File: src/rtl/timer_pkg.sv
// Shared types and default sizes for the multi-channel timer.
package timer_pkg;

  typedef enum logic {
    ONESHOT  = 1'b0,
    PERIODIC = 1'b1
  } timer_mode_e;

  localparam int TIMER_WIDTH   = 32;
  localparam int TIMER_PRESC_W = 8;

endpackage

File: src/rtl/timer_channel.sv
// One timer channel: prescaler, down counter, mode and expiry detection.
// 'expire' marks the edge on which this channel expires; the top level
// uses it to set the channel's sticky pending flag.
module timer_channel
  import timer_pkg::*;
#(
  parameter int WIDTH   = TIMER_WIDTH,
  parameter int PRESC_W = TIMER_PRESC_W
) (
  input  logic               clk,
  input  logic               rst,
  input  logic               load,
  input  logic [WIDTH-1:0]   set_val,
  input  logic [PRESC_W-1:0] set_div,
  input  logic               set_mode,
  input  logic               stop,
  output logic               timer_is_high,
  output logic               expire
);

  logic               armed;
  timer_mode_e        mode;
  logic [WIDTH-1:0]   reload;
  logic [PRESC_W-1:0] div;
  logic [WIDTH-1:0]   cnt;
  logic [PRESC_W-1:0] pre;
  logic               pulse;

  logic cnt_zero;
  logic cnt_exp;
  logic load_zero;

  assign cnt_zero  = (cnt == '0);
  assign load_zero = (set_val == '0);

  // The count expires on the last prescaled tick, or on every armed edge
  // while a PERIODIC channel sits at zero (reload of 0 gives a pulse per cycle).
  assign cnt_exp = armed & (((cnt == WIDTH'(1)) & (pre == '0)) |
                            ((mode == PERIODIC) & cnt_zero));

  // A load of 0 expires on the load edge itself; otherwise load beats the
  // old count's expiry, and stop suppresses it.
  assign expire = load ? load_zero : (~stop & cnt_exp);

  assign timer_is_high = (armed & (mode == ONESHOT) & cnt_zero) | pulse;

  // Channel state: load beats stop, stop beats counting; pulse lasts one cycle.
  always_ff @(posedge clk or negedge rst) begin
    if (!rst) begin
      armed  <= 1'b0;
      mode   <= ONESHOT;
      reload <= '0;
      div    <= '0;
      cnt    <= '0;
      pre    <= '0;
      pulse  <= 1'b0;
    end else begin
      pulse <= 1'b0;
      if (load) begin
        armed  <= 1'b1;
        mode   <= timer_mode_e'(set_mode);
        reload <= set_val;
        cnt    <= set_val;
        div    <= set_div;
        pre    <= set_div;
        pulse  <= load_zero & (timer_mode_e'(set_mode) == PERIODIC);
      end else if (stop) begin
        armed <= 1'b0;
      end else if (armed) begin
        if (cnt_exp) begin
          pre <= div;
          if (mode == PERIODIC) begin
            cnt   <= reload;
            pulse <= 1'b1;
          end else begin
            cnt <= '0;
          end
        end else if (!cnt_zero) begin
          if (pre == '0) begin
            pre <= div;
            cnt <= cnt - WIDTH'(1);
          end else begin
            pre <= pre - PRESC_W'(1);
          end
        end
      end
    end
  end

endmodule

File: src/rtl/multi_channel_timer.sv
// NUM_CH independent prescaled down-count timers with sticky, clearable
// per-channel interrupt flags and a combined interrupt line.
module multi_channel_timer
  import timer_pkg::*;
#(
  parameter int NUM_CH  = 4,
  parameter int WIDTH   = TIMER_WIDTH,
  parameter int PRESC_W = TIMER_PRESC_W,
  localparam int CH_W   = (NUM_CH > 1) ? $clog2(NUM_CH) : 1
) (
  input  logic               clk,
  input  logic               rst,
  input  logic               set_timer,
  input  logic [CH_W-1:0]    set_ch,
  input  logic [WIDTH-1:0]   set_val,
  input  logic [PRESC_W-1:0] set_div,
  input  logic               set_mode,
  input  logic [NUM_CH-1:0]  stop,
  input  logic [NUM_CH-1:0]  irq_clr,
  output logic [NUM_CH-1:0]  timer_is_high,
  output logic [NUM_CH-1:0]  irq_pending,
  output logic               irq
);

  logic [NUM_CH-1:0] load;
  logic [NUM_CH-1:0] expire;

  for (genvar k = 0; k < NUM_CH; k++) begin : g_ch
    // Out-of-range channel selects match no k and are dropped.
    assign load[k] = set_timer & (set_ch == CH_W'(k));

    timer_channel #(
      .WIDTH   (WIDTH),
      .PRESC_W (PRESC_W)
    ) u_ch (
      .clk           (clk),
      .rst           (rst),
      .load          (load[k]),
      .set_val       (set_val),
      .set_div       (set_div),
      .set_mode      (set_mode),
      .stop          (stop[k]),
      .timer_is_high (timer_is_high[k]),
      .expire        (expire[k])
    );
  end

  // Sticky expiry flags; a new expiry wins over a same-cycle clear.
  always_ff @(posedge clk or negedge rst) begin
    if (!rst) irq_pending <= '0;
    else      irq_pending <= (irq_pending & ~irq_clr) | expire;
  end

  assign irq = |irq_pending;

endmodule

File: config.mk
export PLATFORM = sky130hd
export DESIGN_NAME = multi_channel_timer
export DESIGN_NICKNAME = d
export VERILOG_FILES = /design/src/rtl/timer_pkg.sv /design/src/rtl/timer_channel.sv /design/src/rtl/multi_channel_timer.sv
export SDC_FILE = /design/constraint.sdc
export NUM_CORES = 1
export LEC_CHECK = 0
export BUFFER_PORTS_ARGS = -buffer_cell sky130_fd_sc_hd__buf_2
export CAP_MARGIN = 20
export CORE_ASPECT_RATIO = 2
export CORE_MARGIN = 2
export CORE_UTILIZATION = 60
export CTS_CLUSTER_SIZE = 8
export DETAILED_ROUTE_END_ITERATION = 6
export PLACE_DENSITY = 0.74
export SLEW_MARGIN = 20
export SYNTH_ARGS = -nofsm -noshare
export SYNTH_HDL_FRONTEND = slang
export SYNTH_HIERARCHICAL = 1
export SYNTH_SLANG_ARGS = --single-unit
File: constraint.sdc
create_clock -name clk -period 3.25 [get_ports clk]
set_input_delay 0.4875 -clock clk [delete_from_list [all_inputs] [get_ports clk]]
set_output_delay 0.4875 -clock clk [all_outputs]
set_load 0.01 [all_outputs]
==> impl_metrics.tcl, run 1 <==
set metrics [dict create \
    outcome "finished, final reports clean" \
    gpl.final_weighted_congestion 0.973 \
    grt_overflow_total 0 \
    final_cells 2586 \
    avgRoutedWirePerCell_um 25.5 \
    design.final.nets 2230 \
    tritoncts "built" \
    total_neg_setup_slack_ns 0 \
    clock_insertion_delay_at_the_later_pin_of_the_skew_report_ns 0.56 \
    arrival_ns 2.71 \
    cts_htree_levels 2 \
    synth.distinct_cells 85 \
    critical_path.cell_chain "inv_1 > ha_1 > nor3b_4 > nand4_4 > or3_4 > o21bai_1 > buf_2" \
    rrSetupSlack_ns 0.18 \
    floorplan.die_area_um2 34100 \
    crit_path_top_delay_cell "sky130_fd_sc_hd__or3_4" \
    crit_path_end_kind "output pin" \
    wl_um 66000 \
    hold_viol 0 \
    actual_transition_at_the_worst_max_transition_pin_ns 1.11 \
    synth_edf_count 0 \
    port_buffers 62 \
    cts_buffers 47 \
    maxCapViolCount 0 \
    post-route-min-period_ns 3.20 \
    power_density_nw_per_um2 606 \
    area.growth.synth_to_final_pct 11.5 \
    worst_ep_required_time_ns 2.76 \
    maxClockFrequency_mhz 312 \
    numPlacedInstances 2534 \
    rows 93 \
    drt_first_pass_iters 6 \
    hold_path_origin "stop[2]" \
    critical_setup_path_kind "register to output pin" \
    clock_tree.buffer_depth 3 \
    clock_pin_slew_worst_setup_and_hold_paths_ns 0.05 \
    grt_first_pass_wirelength_um 103000 \
    postRouteAntennaNets 0 \
    worst_hold_path.num_cells 2 \
    synthesis.instances 2086 \
    synth_warnings 6 \
    yosys-top-cells-area "sky130_fd_sc_hd__dfrtp_1 (43%), sky130_fd_sc_hd__mux2_2 (6.0%), sky130_fd_sc_hd__nand2_1 (3.3%)" \
    grt_max_degree 142 \
    design.core.area_um2 32100 \
    die_height_um 259 \
    drtIter0Drc 1591 \
    route.vias.total 17900 \
    critical_path.reg2reg.endpoint "g_ch[3].u_ch/cnt[6]" \
    global_route.usage.total 0.390 \
    sequential_area_share_after_synthesis 0.431 \
    mappedNetlistArea_um2 19500 \
    fillers 2664 \
    cts_sinks 336 \
    synth_top_cell_by_area "sky130_fd_sc_hd__dfrtp_1" \
    drcViolationCount 0 \
    initial_core_util 0.608 \
    number_of_diodes_added_for_antenna_fixing 0 \
    route.detailed.vias_per_inst 6.91 \
    clock_skew_ns 0.0171 \
    layout_worst_path_cycle_share 0.985 \
    crit_buf_inv 2 \
    io_pins 63 \
    first_global_vias 18300 \
    setup_viol_count_final 0 \
    post-synth-top-count-cell "sky130_fd_sc_hd__dfrtp_1" \
    die_x_um 132 \
    r2r_start "g_ch[3].u_ch/cnt[18]" \
    slew-limit-headroom 0.261 \
    synthesis.area_per_instance_um2 9.35 \
    reg2reg_depth 8 \
    grt_antenna_before_repair 0 \
    place.detailed.hpwl_um 45000 \
    worst_path_dominant_cell_family "simple AND/OR/NAND/NOR gates" \
    clk_root_buffer_cell "sky130_fd_sc_hd__clkbuf_16" \
    post_route_cells_drive_above_1_share 0.181 \
    post_syn_nets 2156 \
    end_point_of_the_most_critical_hold_path "g_ch[2].u_ch/pulse" \
    top_area_cell_type_share_of_the_netlist_area 0.431 \
    critical_path.max_fanout 6 \
    synth-main-ff-cell "sky130_fd_sc_hd__dfrtp_1" \
    post_synth_most_frequent_cells "sky130_fd_sc_hd__dfrtp_1 (336), sky130_fd_sc_hd__nand2_1 (172), sky130_fd_sc_hd__nor2_1 (125), sky130_fd_sc_hd__o21ai_0 (124), sky130_fd_sc_hd__inv_1 (110)" \
    setup.worst_path.start_class "register" \
    rsz0062_at_grt "yes" \
    synth.ff_latch_count 336 \
    ir_worst_vdd_mv 0.469 \
    worstHoldPathType "input port to register" \
    critical-path-max-stage-delay_ns 0.49 \
    static-leakage-power_nw 8.80 \
    timing.final.max_slew_violations 0 \
    async_flop_share 1.00 \
]
-- per-layer routing --
metal / global-route usage / share of wire
met5: 0 / 0
met4: 0.293 / 0.084
met3: 0.0615 / 0.072
met2: 0.663 / 0.49
met1: 0.441 / 0.35
-- worst max-delay path by stage --
| stage | start | end | slack, ns | cells past startpoint |
|---|---|---|---|---|
| 3_3_place_gp | g_ch[2].u_ch/pre[0] | g_ch[2].u_ch/cnt[15] | 0.23 | 10 |
| 3_5_place_dp | g_ch[1].u_ch/cnt[0] | g_ch[1].u_ch/cnt[5] | 0.14 | 9 |
| 2_1_floorplan | g_ch[3].u_ch/cnt[18] | g_ch[3].u_ch/pre[3] | 0.38 | 9 |
| 6_report | g_ch[2].u_ch/cnt[0] | timer_is_high[2] | 0.05 | 7 |
| 5_1_grt | g_ch[2].u_ch/cnt[0] | timer_is_high[2] | -0.05 | 7 |
| 4_1_cts | g_ch[3].u_ch/cnt[18] | timer_is_high[3] | 0.02 | 6 |
-- through the flow --
stage | worst slack [ns] | hold slack [ns] | cell area (um^2) | utilization | power [W]
CTS | 0.0190 | 0.171 | 21700 | 0.676 | 0.0132
floorplan | 0.376 | 0.192 | 19500 | - | 0.00772
detailed placement | 0.143 | 0.480 | 20500 | 0.638 | 0.00881
global route | -0.0526 | 0.194 | 21800 | 0.677 | 0.0138
finish | 0.0484 | 0.194 | 21800 | 0.677 | 0.0132
global placement | 0.228 | 0.472 | 20500 | 0.638 | 0.00867
-- cell type report --
| class | count | area, um^2 | share of cell area |
|---|---|---|---|
| clock inverters | 1 | 8.76 | 0.000403 |
| well taps | 427 | 534 | 0.0246 |
| inverters | 110 | 413 | 0.0190 |
| flip-flops and latches | 336 | 8410 | 0.387 |
| clock buffers | 47 | 1180 | 0.0541 |
| repair buffers | 147 | 1040 | 0.0476 |
| multi-input cells | 1518 | 10200 | 0.468 |
-- state kept, by name, indices dropped and copies added, names as in the netlist --
name	cells
g_ch.u_ch/armed	4
g_ch.u_ch/cnt	128
g_ch.u_ch/div	32
g_ch.u_ch/mode	4
g_ch.u_ch/pre	32
g_ch.u_ch/pulse	4
g_ch.u_ch/reload	128
irq_pending	4
-- cell families after synthesis --
family,Yosys count,share of synthesized area
muxes,130,0.0734
and+or+nand+nor,740,0.209
DFF,336,0.431
AOI/OAI and AO/OA,593,0.207
adders and majority gates,16,0.0103
xor gates and xnor gates,39,0.0175
buffers and inverters,232,0.0525
-- power by group --
part / leakage [nW] / switching [W] / total, W / internal (W)
sequential: 4.04 / 0.000886 / 0.00589 / 0.00500
combinational: 4.18 / 0.00169 / 0.00300 / 0.00131
clock: 0.584 / 0.00178 / 0.00430 / 0.00252
total: 8.80 / 0.00436 / 0.0132 / 0.00883
-- timing repair --
| item | CTS | global route |
|---|---|---|
| hold endpoints to repair | 73 | 0 |
| pin swaps | 0 | 1 |
| setup buffers | 0 | 3 |
| gates resized for setup | 4 | 7 |
| hold buffers | 1 | 0 |
| setup endpoints to repair | 2 | 12 |
-- worst reg2reg max path, stage by stage (launching register included) --
cell,delay (ns)
sky130_fd_sc_hd__dfrtp_1,0.40
sky130_fd_sc_hd__or4_1,0.56
sky130_fd_sc_hd__or4_4,0.53
sky130_fd_sc_hd__nor4_4,0.43
sky130_fd_sc_hd__buf_4,0.29
sky130_fd_sc_hd__nor2_1,0.13
sky130_fd_sc_hd__buf_4,0.27
sky130_fd_sc_hd__o311ai_0,0.14
sky130_fd_sc_hd__o221ai_1,0.18
-- cell usage in the layout (no fill, tap or decap), types with 16 or more instances in the layout --
cell                        instances
sky130_fd_sc_hd__dfrtp_1          336
sky130_fd_sc_hd__nand2_1          172
sky130_fd_sc_hd__o21ai_0          124
sky130_fd_sc_hd__nor2_1           122
sky130_fd_sc_hd__inv_1            110
sky130_fd_sc_hd__mux2_2           104
sky130_fd_sc_hd__a21oi_1           96
sky130_fd_sc_hd__nor3_1            89
sky130_fd_sc_hd__buf_4             78
sky130_fd_sc_hd__nor4_1            72
sky130_fd_sc_hd__buf_2             61
sky130_fd_sc_hd__nand3_1           56
sky130_fd_sc_hd__o21ai_1           56
sky130_fd_sc_hd__clkbuf_16         47
sky130_fd_sc_hd__o211ai_1          37
sky130_fd_sc_hd__nand2b_1          34
sky130_fd_sc_hd__o221ai_1          29
sky130_fd_sc_hd__nand4_1           27
sky130_fd_sc_hd__mux2i_1           26
sky130_fd_sc_hd__a22oi_1           23
sky130_fd_sc_hd__a221oi_1          23
sky130_fd_sc_hd__xnor2_1           22
sky130_fd_sc_hd__a211oi_1          19
sky130_fd_sc_hd__a31oi_1           18
sky130_fd_sc_hd__or4_1             17
sky130_fd_sc_hd__xor2_1            17
sky130_fd_sc_hd__a221o_1           17
sky130_fd_sc_hd__o2bb2ai_1         17
sky130_fd_sc_hd__o31ai_1           16
sky130_fd_sc_hd__ha_1              16
sky130_fd_sc_hd__and2_1            16
(Power assumes the default switching activity.)
==> run 2: changes to the inputs <==
- GPL_TIMING_DRIVEN: not set -> 0
- clock period: 3.25 -> 3.29 ns (I/O delays scaled with it)
==> run 2 against run 1 <==
- sequential power down 2%
- combinational power grew 2%
- first-iteration DRC count rose by 15%
- global-route usage is 4.3 points higher
- total power up 0.13%
- final cell count grew 2.0%
- design area up 1.0%
- die area is the same
- critical path depth is 1 lower
- critical path type unchanged
- clock skew hardly changed
- critical endpoint is now timer_is_high[3]
- non-clock buffer count up 51
- the run now ends with design-rule violations left
==> impl_metrics.tcl, run 2 (synthesis gave the netlist of run 1 again) <==
set metrics [dict create \
    outcome "finished, violations left" \
    violations "design-rule violations" \
    rows 93 \
    gpl.final_weighted_congestion 1.02 \
    actual_transition_at_the_worst_max_transition_pin_ns 1.09 \
    clock_pin_slew_worst_setup_and_hold_paths_ns 0.06 \
    clk_root_buffer_cell "sky130_fd_sc_hd__clkbuf_16" \
    fin_worst_hold_slack_ns 0.171 \
    cts_buffers 47 \
    mostFrequentLayoutCells "sky130_fd_sc_hd__dfrtp_1 (336), sky130_fd_sc_hd__nand2_1 (172), sky130_fd_sc_hd__nor2_1 (124), sky130_fd_sc_hd__o21ai_0 (124), sky130_fd_sc_hd__inv_1 (110)" \
    post-route-min-period_ns 3.25 \
    cts_sinks 336 \
    setup_viol_count_final 0 \
    design.final.nets 2281 \
    die_height_um 259 \
    worst_ep_required_time_ns 2.80 \
    power_density_nw_per_um2 601 \
    drt_first_pass_iters 7 \
    layout_commonest_cell "sky130_fd_sc_hd__dfrtp_1" \
    route.vias.total 18900 \
    post_route_cells_drive_above_1_share 0.174 \
    grt_overflow_total 0 \
    summed_area_of_non_filler_cells_in_the_final_layout_um2 22000 \
    place.detailed.hpwl_um 51500 \
    grt_antenna_before_repair 0 \
    port_buffers 62 \
    tritoncts "built" \
    clock_tree.buffer_depth 3 \
    design.core.area_um2 32100 \
    final_cells 2639 \
    wl_um 74400 \
    p_switching_w 0.00441 \
    rsz0062_at_grt "no" \
    layout_worst_path_cycle_share 0.987 \
    numPlacedInstances 2579 \
    io_pins 63 \
    crit_path_end_kind "output pin" \
    avgRoutedWirePerCell_um 28.2 \
    postRouteAntennaNets 0 \
    maxCapViolCount 0 \
    critical_path.max_fanout 7 \
    crit_buf_inv 2 \
    maxClockFrequency_mhz 308 \
    arrival_ns 2.75 \
    area.growth.synth_to_final_pct 12.6 \
    crit_path_top_delay_cell "sky130_fd_sc_hd__or4_4" \
    place_area_um2 20500 \
    critical_setup_path_kind "register to output pin" \
    worstHoldPathType "input port to register" \
    share_clk_of_total_power 0.329 \
    worst_path_dominant_cell_family "simple AND/OR/NAND/NOR gates" \
    p_int_w 0.00879 \
    initial_core_util 0.608 \
    drcViolationCount 2 \
    die_x_um 132 \
    grt_max_degree 80 \
    route.detailed.vias_per_inst 7.18 \
    critical-path-max-stage-delay_ns 0.59 \
    share_seq_of_total_power 0.438 \
    biggestRegsByFlops "g_ch.u_ch/cnt x128, g_ch.u_ch/reload x128" \
    setup.worst_path.start_class "register" \
    cts_htree_levels 2 \
    power.combinational.fraction 0.232 \
    ir_worst_vdd_mv 0.459 \
    floorplan.die_area_um2 34100 \
    first_global_vias 19200 \
    static-leakage-power_nw 8.86 \
    drtIter0Drc 1830 \
    rrSetupSlack_ns 0.10 \
    total_neg_setup_slack_ns 0 \
    clock_insertion_delay_at_the_later_pin_of_the_skew_report_ns 0.57 \
    critical_path.cell_chain "or4_4 > or4_1 > buf_4 > nor2_2 > a21o_1 > buf_2" \
    switching_share 0.334 \
    slew-limit-headroom 0.267 \
    global_route.usage.total 0.433 \
    timing.final.max_slew_violations 0 \
    grt_first_pass_wirelength_um 112000 \
    clock_skew_ns 0.0175 \
    hold_viol 0 \
]
## run 2: final timing paths
check	start	end	cells past startpoint
max reg2reg	g_ch[3].u_ch/cnt[0]	g_ch[3].u_ch/cnt[6]	11
min	stop[2]	g_ch[2].u_ch/pulse	2
max	g_ch[3].u_ch/cnt[18]	timer_is_high[3]	6
max in group asynchronous	rst	g_ch[1].u_ch/cnt[2]	5
min in group asynchronous	rst	g_ch[0].u_ch/pre[2]	2
min reg2reg	g_ch[2].u_ch/cnt[25]	g_ch[2].u_ch/cnt[25]	1
## run 2: what timing repair did
action,CTS,global route
setup endpoints to repair,36,60
hold endpoints to repair,39,0
hold buffers,1,0
buffers inserted,6,5
pin swaps,3,3
gates cloned,0,0
gates resized for setup,9,23
## run 2: per-stage QoR
step	power (W)	setup slack, ns	util
floorplan	0.00763	0.416	-
global placement	0.00855	-4.79	0.634
detailed placement	0.00870	-0.257	0.638
CTS	0.0131	0.00619	0.679
global route	0.0137	0.0131	0.684
finish	0.0132	0.0421	0.684
## run 2: area by class of cell
cell class	instances	area (um^2)
Antenna cell	1	2.50
Buffer	120	618
Clock buffer	49	1230
Fill cell	2641	10100
Inverter	110	413
Multi-Input combinational cell	1518	10200
Sequential cell	336	8410
Tap cell	427	534
Timing Repair Buffer	78	527
## run 2: routing by layer
layer  vias to the layer above  track usage  routed length, um
li1                       8046            -                  -
met2                      1306        0.709              34500
met4                         0        0.400               8380
met1                      9126        0.468              24200
met5                         -            0                  0
met3                       464       0.0888               7320
## run 2: power groups by stage
| stage | logic [W] | registers [W] | clock network (W) |
|---|---|---|---|
| floorplan | 0.00208 | 0.00554 | 0 |
| global placement | 0.00279 | 0.00576 | 0 |
| detailed placement | 0.00291 | 0.00579 | 0 |
| CTS | 0.00295 | 0.00575 | 0.00438 |
| global route | 0.00334 | 0.00588 | 0.00452 |
| finish | 0.00307 | 0.00579 | 0.00435 |
